`src/rtl/w7_fetch_seq.sv`:
```
// Read-side sequencer for the F7 weight ROM: walks addresses 0..DEPTH-1,
// realigns ROM data with a tag pipe matching RD_LAT, buffers rows in a small
// FIFO and streams them out over valid/ready with lossless backpressure.
module w7_fetch_seq #(
  parameter int DEPTH  = 84,
  parameter int AW     = 7,
  parameter int RD_LAT = 1
) (
  input  logic          clk,
  input  logic          rst,
  input  logic          start,
  output logic          busy,
  output logic          done,
  output logic [AW-1:0] w7_raddr,
  input  logic [7:0]    w7_1_rdata,
  input  logic [7:0]    w7_2_rdata,
  input  logic [7:0]    w7_3_rdata,
  input  logic [7:0]    w7_4_rdata,
  input  logic [7:0]    w7_5_rdata,
  input  logic [7:0]    w7_6_rdata,
  input  logic [7:0]    w7_7_rdata,
  input  logic [7:0]    w7_8_rdata,
  input  logic [7:0]    w7_9_rdata,
  input  logic [7:0]    w7_10_rdata,
  output logic [79:0]   w_data,
  output logic [AW-1:0] w_idx,
  output logic          w_last,
  output logic          w_valid,
  input  logic          w_ready
);

  localparam int FD = RD_LAT + 1;
  localparam int PW = (FD > 2) ? 2 : 1;
  localparam logic [AW-1:0] LAST_IDX = AW'(DEPTH - 1);

  typedef enum logic [1:0] {
    S_IDLE,
    S_FETCH,
    S_DRAIN
  } state_t;

  state_t        state_q, state_d;
  logic [AW-1:0] cnt_q;
  logic [AW-1:0] raddr_q;
  logic          issue;
  logic          push;
  logic          pop;
  logic [2:0]    inflight;
  logic [79:0]   row;

  logic          pipe_vld_q [RD_LAT];
  logic [AW-1:0] pipe_idx_q [RD_LAT];

  logic [79:0]   mem_data_q [FD];
  logic [AW-1:0] mem_idx_q  [FD];
  logic          mem_last_q [FD];
  logic [PW-1:0] rd_ptr_q, wr_ptr_q;
  logic [2:0]    fifo_cnt_q;

  function automatic logic [PW-1:0] ptr_inc(input logic [PW-1:0] p);
    return (p == PW'(FD - 1)) ? '0 : p + 1'b1;
  endfunction

  assign pop     = w_valid && w_ready;
  assign push    = pipe_vld_q[RD_LAT-1];
  assign row     = {w7_10_rdata, w7_9_rdata, w7_8_rdata, w7_7_rdata, w7_6_rdata,
                    w7_5_rdata, w7_4_rdata, w7_3_rdata, w7_2_rdata, w7_1_rdata};
  assign busy    = (state_q != S_IDLE);
  assign w_valid = (fifo_cnt_q != 3'd0);
  assign w_data  = mem_data_q[rd_ptr_q];
  assign w_idx   = mem_idx_q[rd_ptr_q];
  assign w_last  = mem_last_q[rd_ptr_q];

  // The address is presented combinationally in the issue cycle so the tag
  // pipe only needs RD_LAT stages; otherwise the last issued address is held.
  assign w7_raddr = issue ? cnt_q : raddr_q;

  // Count tags currently travelling through the read-latency pipe.
  always_comb begin
    inflight = '0;
    for (int unsigned i = 0; i < RD_LAT; i++) begin
      inflight = inflight + {2'b00, pipe_vld_q[i]};
    end
  end

  // Next-state, credit-gated issue and completion pulse.
  always_comb begin
    state_d = state_q;
    issue   = 1'b0;
    done    = 1'b0;
    case (state_q)
      S_IDLE: begin
        if (start) state_d = S_FETCH;
      end
      S_FETCH: begin
        // fifo + inflight - pop < FD, rearranged to avoid subtraction
        issue = (fifo_cnt_q + inflight) < (3'(FD) + {2'b00, pop});
        if (issue && cnt_q == LAST_IDX) state_d = S_DRAIN;
      end
      S_DRAIN: begin
        if (pop && w_last && fifo_cnt_q == 3'd1 && inflight == '0) begin
          done    = 1'b1;
          state_d = S_IDLE;
        end
      end
      default: state_d = S_IDLE;
    endcase
  end

  // State, issue counter and held read address.
  always_ff @(posedge clk) begin
    if (rst) begin
      state_q <= S_IDLE;
      cnt_q   <= '0;
      raddr_q <= '0;
    end else begin
      state_q <= state_d;
      raddr_q <= w7_raddr;
      if (state_q == S_IDLE && start) begin
        cnt_q <= '0;
      end else if (issue && cnt_q != LAST_IDX) begin
        cnt_q <= cnt_q + 1'b1;
      end
    end
  end

  // Tag shift pipe aligning issued indices with ROM read data.
  always_ff @(posedge clk) begin
    if (rst) begin
      for (int unsigned i = 0; i < RD_LAT; i++) begin
        pipe_vld_q[i] <= 1'b0;
        pipe_idx_q[i] <= '0;
      end
    end else begin
      pipe_vld_q[0] <= issue;
      pipe_idx_q[0] <= cnt_q;
      for (int unsigned i = 1; i < RD_LAT; i++) begin
        pipe_vld_q[i] <= pipe_vld_q[i-1];
        pipe_idx_q[i] <= pipe_idx_q[i-1];
      end
    end
  end

  // Row FIFO: capture on tag exit, release on downstream handshake.
  always_ff @(posedge clk) begin
    if (rst) begin
      rd_ptr_q   <= '0;
      wr_ptr_q   <= '0;
      fifo_cnt_q <= '0;
      for (int unsigned i = 0; i < FD; i++) begin
        mem_data_q[i] <= '0;
        mem_idx_q[i]  <= '0;
        mem_last_q[i] <= 1'b0;
      end
    end else begin
      if (push) begin
        mem_data_q[wr_ptr_q] <= row;
        mem_idx_q[wr_ptr_q]  <= pipe_idx_q[RD_LAT-1];
        mem_last_q[wr_ptr_q] <= (pipe_idx_q[RD_LAT-1] == LAST_IDX);
        wr_ptr_q             <= ptr_inc(wr_ptr_q);
      end
      if (pop) rd_ptr_q <= ptr_inc(rd_ptr_q);
      if (push && !pop) begin
        fifo_cnt_q <= fifo_cnt_q + 3'd1;
      end else if (!push && pop) begin
        fifo_cnt_q <= fifo_cnt_q - 3'd1;
      end
    end
  end

  // The credit rule must never let a write land on a full FIFO.
  always_ff @(posedge clk) begin
    if (!rst) assert (!(push && !pop && fifo_cnt_q == 3'(FD)));
  end

endmodule

```
`config.mk`:
```
export PLATFORM = sky130hd
export DESIGN_NAME = w7_fetch_seq
export DESIGN_NICKNAME = d
export VERILOG_FILES = /design/src/rtl/w7_fetch_seq.sv
export SDC_FILE = /design/constraint.sdc
export NUM_CORES = 1
export LEC_CHECK = 0
export ABC_AREA = 0
export CAP_MARGIN = 20
export CORE_MARGIN = 2
export CORE_UTILIZATION = 45
export CTS_CLUSTER_SIZE = 10
export DETAILED_ROUTE_END_ITERATION = 8
export DONT_BUFFER_PORTS = 1
export PLACE_DENSITY = 0.63
export SETUP_SLACK_MARGIN = 0.4
export SLEW_MARGIN = 0
export SYNTH_ARGS = -nofsm -noshare
export SYNTH_HDL_FRONTEND = slang
export SYNTH_SLANG_ARGS = --single-unit
```
`constraint.sdc`:
```
create_clock -name clk -period 5 [get_ports clk]
set_input_delay 0.75 -clock clk [delete_from_list [all_inputs] [get_ports clk]]
set_output_delay 0.75 -clock clk [all_outputs]
set_load 0.03 [all_outputs]
```
==> results.txt <==
- Kind of start point of the critical path: flop
- Die span in y: between 100 and 150 um
- Max-cap violations in this run came to 0.
- Share of async-settable or async-resettable flops after synthesis: 0
- The internal power of the cells totals about 3.3 mW.
- TritonCTS clock tree: done
- Insertion delay to the later sink of the worst-skew pair: about 500 ps
* Biggest area consumer among synthesized cells: edfxtp_1
- Transition time at the pin with the least slew margin: between 900 and 1000 ps
- Yosys attributes the largest share of cell area to edfxtp_1 (60%), and2_1 (12%), mux2_2 (12%).
* Setup Viol. Count Final: 0
- Filler-free cell count of the finished design: 893
- FILL cells: approximately 1.7k
- After the first detailed-routing iteration, the DRC count stood at around 180.
* Max-slew violation count: 0
* Setup slack at placement: 2091 ps
* Number of flops mapped to enable cells by yosys: ~180
- Before antenna repair, the detailed router went through 4 iterations.
- Post-detailed-placement cell area: around 9100 sq um
- The library cells used most frequently in the layout, excluding fill and tap cells, are edfxtp_1 (176), and2_1 (175), mux2_2 (95), dfxtp_1 (29), clkbuf_16 (25).
* Total of cells resized after clock tree synthesis: 0
* Met2 Use GR: 0.2647
- X dimension of the die: around 140 um
- Switching power as a share of total power: 0.3176
* Proportion of layout cells with a drive suffix above 1: 0.2150
- Sum of net half-perimeters after detailed placement: 10.34 mm
- Initial Util: 0.4566
- Tightest slew margin relative to the limit: 0.3641
- 0 antenna diodes ended up in the layout.
- Flops & latches, synth: 206
* Most common library cell in the layout ignoring fill and taps: edfxtp_1
* Post-synth design cell area: roughly 9000 sq um
* Fmax: a little under 0.3 GHz
- The number of global-route vias before repair was ~4.6k.
- Path class of the lowest-slack min-delay path: input pin to flop
* Most utilized layer in the global route result: met2
- Along the worst path, the maximum fanout reaches 21.
- In this run the static leakage power is about 3.6 nW.
- During placement, the flow inserted port buffers numbering 0.
* Total overflow reported by the global router: 0
* Synthesized net count: around 700
- Ratio of final minimum period to clock period: 0.6860
- For this design the total switching power over the nets is between 1.5 and 2 mW.
* Ratio of routed vias to standard cells: 5.174
* Number of warning messages in the yosys log: 0
- Std-Cell Core Area: roughly 19000 sq um
- Clock skew on the completed layout was measured at roughly 15 ps.
- During I/O placement, the number of pins put on the boundary was approximately 180.
- For this run, design rule violations remaining after detail routing come to 0.
- Maximum buffer depth of the clock tree: 3
- Across every metal layer, demand over resource in global routing totals 0.1549.
* Reg power frac: 0.437
- Net count reported at finish: 702
- On the final layout, the worst hold slack is 313.6 ps.
- Once detail routing completed, the nets flagged for antenna violations numbered 0.
- Dividing the detail-routed wire length by the instance count gives between 15 and 20 um.
* GR Layer Usage met1: 0.1879
- Worst voltage drop across the vdd grid: approximately 0.00022 V
* Wire length of the first global-routing pass: ~25 mm
* Overall die area: around 21000 sq um
- Sink Count: between 200 and 250
* Kind of end point of the critical path: primary output
* Count of unique library cells instantiated by Yosys: 38
- Final Total Pwr: just under 5 mW
- Of the post-synthesis cell area, the dominant cell type holds 0.5967.
- Synthesis produced between 600 and 700 cells.
- Avg Cell Area, Syn: approximately 14 sq um
- Setup CP Type: flop to primary output
- Power spread over the standard cell area amounts to 497.9 nW/um^2.
* Outcome: complete, no violations
- Synth Flop Type: edfxtp_1
- Detailed Route WL: 16.82 mm
* Largest net degree at the start of global routing: approximately 90
* Number of hold buffers added after CTS: 0
- Relative area change from synthesis to final layout: 10.98%
- Clock-pin slew of the registers on the worst-case setup and hold paths: around 50 ps
- Setup repair after global routing left no endpoint under its margin.
- Number of antenna violations at the first check in global routing: 0
- Clock power frac: 0.319
* Post-layout util: 0.5067
* Number of CTS-inserted buffers: 24
- Arrival time at the worst endpoint: 2680 ps
- Overall via count from detail_route: 4620
* Number of standard-cell rows in the floorplan: 51
- For met3 alone, demand over resource in global routing was 0.04834.
- The share of total power dissipated in combinational logic is 0.244.
* Setup Total Neg Slack: 0 ps
- The smallest clock period supported by the final layout is computed as between 3000 and 4000 ps.
- Final GP Congestion: roughly 0.79
- The count of final hold-check violations was 0.
- Of the synthesized area, sequential elements account for 0.6645.
* Area of all placed cells without fillers: 9829 sq um
- Number of H-tree levels: 1
- Buffers added to address setup during post-CTS repair amount to 0.
- The root buffer cell chosen for the clock tree is clkbuf_16.
- Data on the critical path is required at its endpoint by around 4300 ps.
- Once placement completed, the tool counted placed cells totaling about 850.
- Worst setup slack after layout: approximately 1600 ps
worst max-delay path, cell delays in order (launching register included):
cell and delay [ps]:
dfxtp_1 380, ha_1 220, ha_1 310, a211oi_2 90
o221ai_2 670, mux2_2 510
synthesized netlist by cell type, drive strengths merged (8+ instances only):
| cell type | count |
|---|---|
| edfxtp | 176 |
| and2 | 175 |
| mux2 | 95 |
| dfxtp | 30 |
| clkbuf | 27 |
| nor2b | 16 |
| nor2 | 12 |
| a21oi | 10 |
| ha | 8 |
| inv | 8 |
sequential cells by signal, indices dropped and copies added, names as in the netlist, named ones only:
| name | flops |
|---|---|
| wr_ptr_q | 1 |
| mem_data_q | 160 |
| raddr_q | 7 |
| state_q | 2 |
| mem_idx_q | 14 |
| rd_ptr_q | 1 |
| fifo_cnt_q | 3 |
| pipe_idx_q | 7 |
| mem_last_q | 2 |
| pipe_vld_q | 1 |
| cnt_q | 7 |
metal layers:
| metal | wire, um | vias to the layer above | part of all wire |
|---|---|---|---|
| met3 | 1346 | 34 | 0.080 |
| li1 | - | 2177 | - |
| met4 | 415 | 0 | 0.025 |
| met5 | 0 | - | 0 |
| met1 | 6650 | 2277 | 0.40 |
| met2 | 8408 | 132 | 0.50 |
cell type report:
class / instances / area (sq um) / area share
inverters: 8 / 30.03 / 0.003055
well taps: 265 / 331.6 / 0.03373
repair buffers: 6 / 45.04 / 0.004582
clock buffers: 44 / 706.9 / 0.07192
multi-input cells: 364 / 2826 / 0.2876
flip-flops and latches: 206 / 5889 / 0.5992
path summary, 6_finish.rpt:
| check | end | slack (ps) | from | cells after the start |
|---|---|---|---|---|
| worst max-delay path | w7_raddr[6] | 1570 | pipe_vld_q[0] | 5 |
| worst min-delay path | state_q[1] | 310 | rst | 1 |
| worst max register to register | raddr_q[3] | 2540 | pipe_vld_q[0] | 6 |
| worst min register to register | flop | 500 | rd_ptr_q | 2 |
power groups by stage:
stage | clock network (mW) | logic [mW] | registers, mW
6_report | 1.56 | 1.19 | 2.14
5_1_grt | 1.67 | 1.26 | 2.16
4_1_cts | 1.60 | 1.21 | 2.14
3_5_place_dp | 0 | 1.20 | 2.18
3_3_place_gp | 0 | 1.20 | 2.17
2_1_floorplan | 0 | 1.10 | 2.10
kinds of logic (layout without fill, tap and decap cells):
kind of cell	count (synthesis)	after routing	synth area share
and+or+nand+nor	232	232	0.1617
muxes	96	96	0.1219
xor gates and xnor gates	4	4	0.003956
AOI/OAI and AO/OA	24	24	0.01780
DFF	206	206	0.6645
adders and majority gates	8	8	0.01130
buffers and inverters	41	58	0.01879
Note: power is estimated with default switching activity, not from simulation.
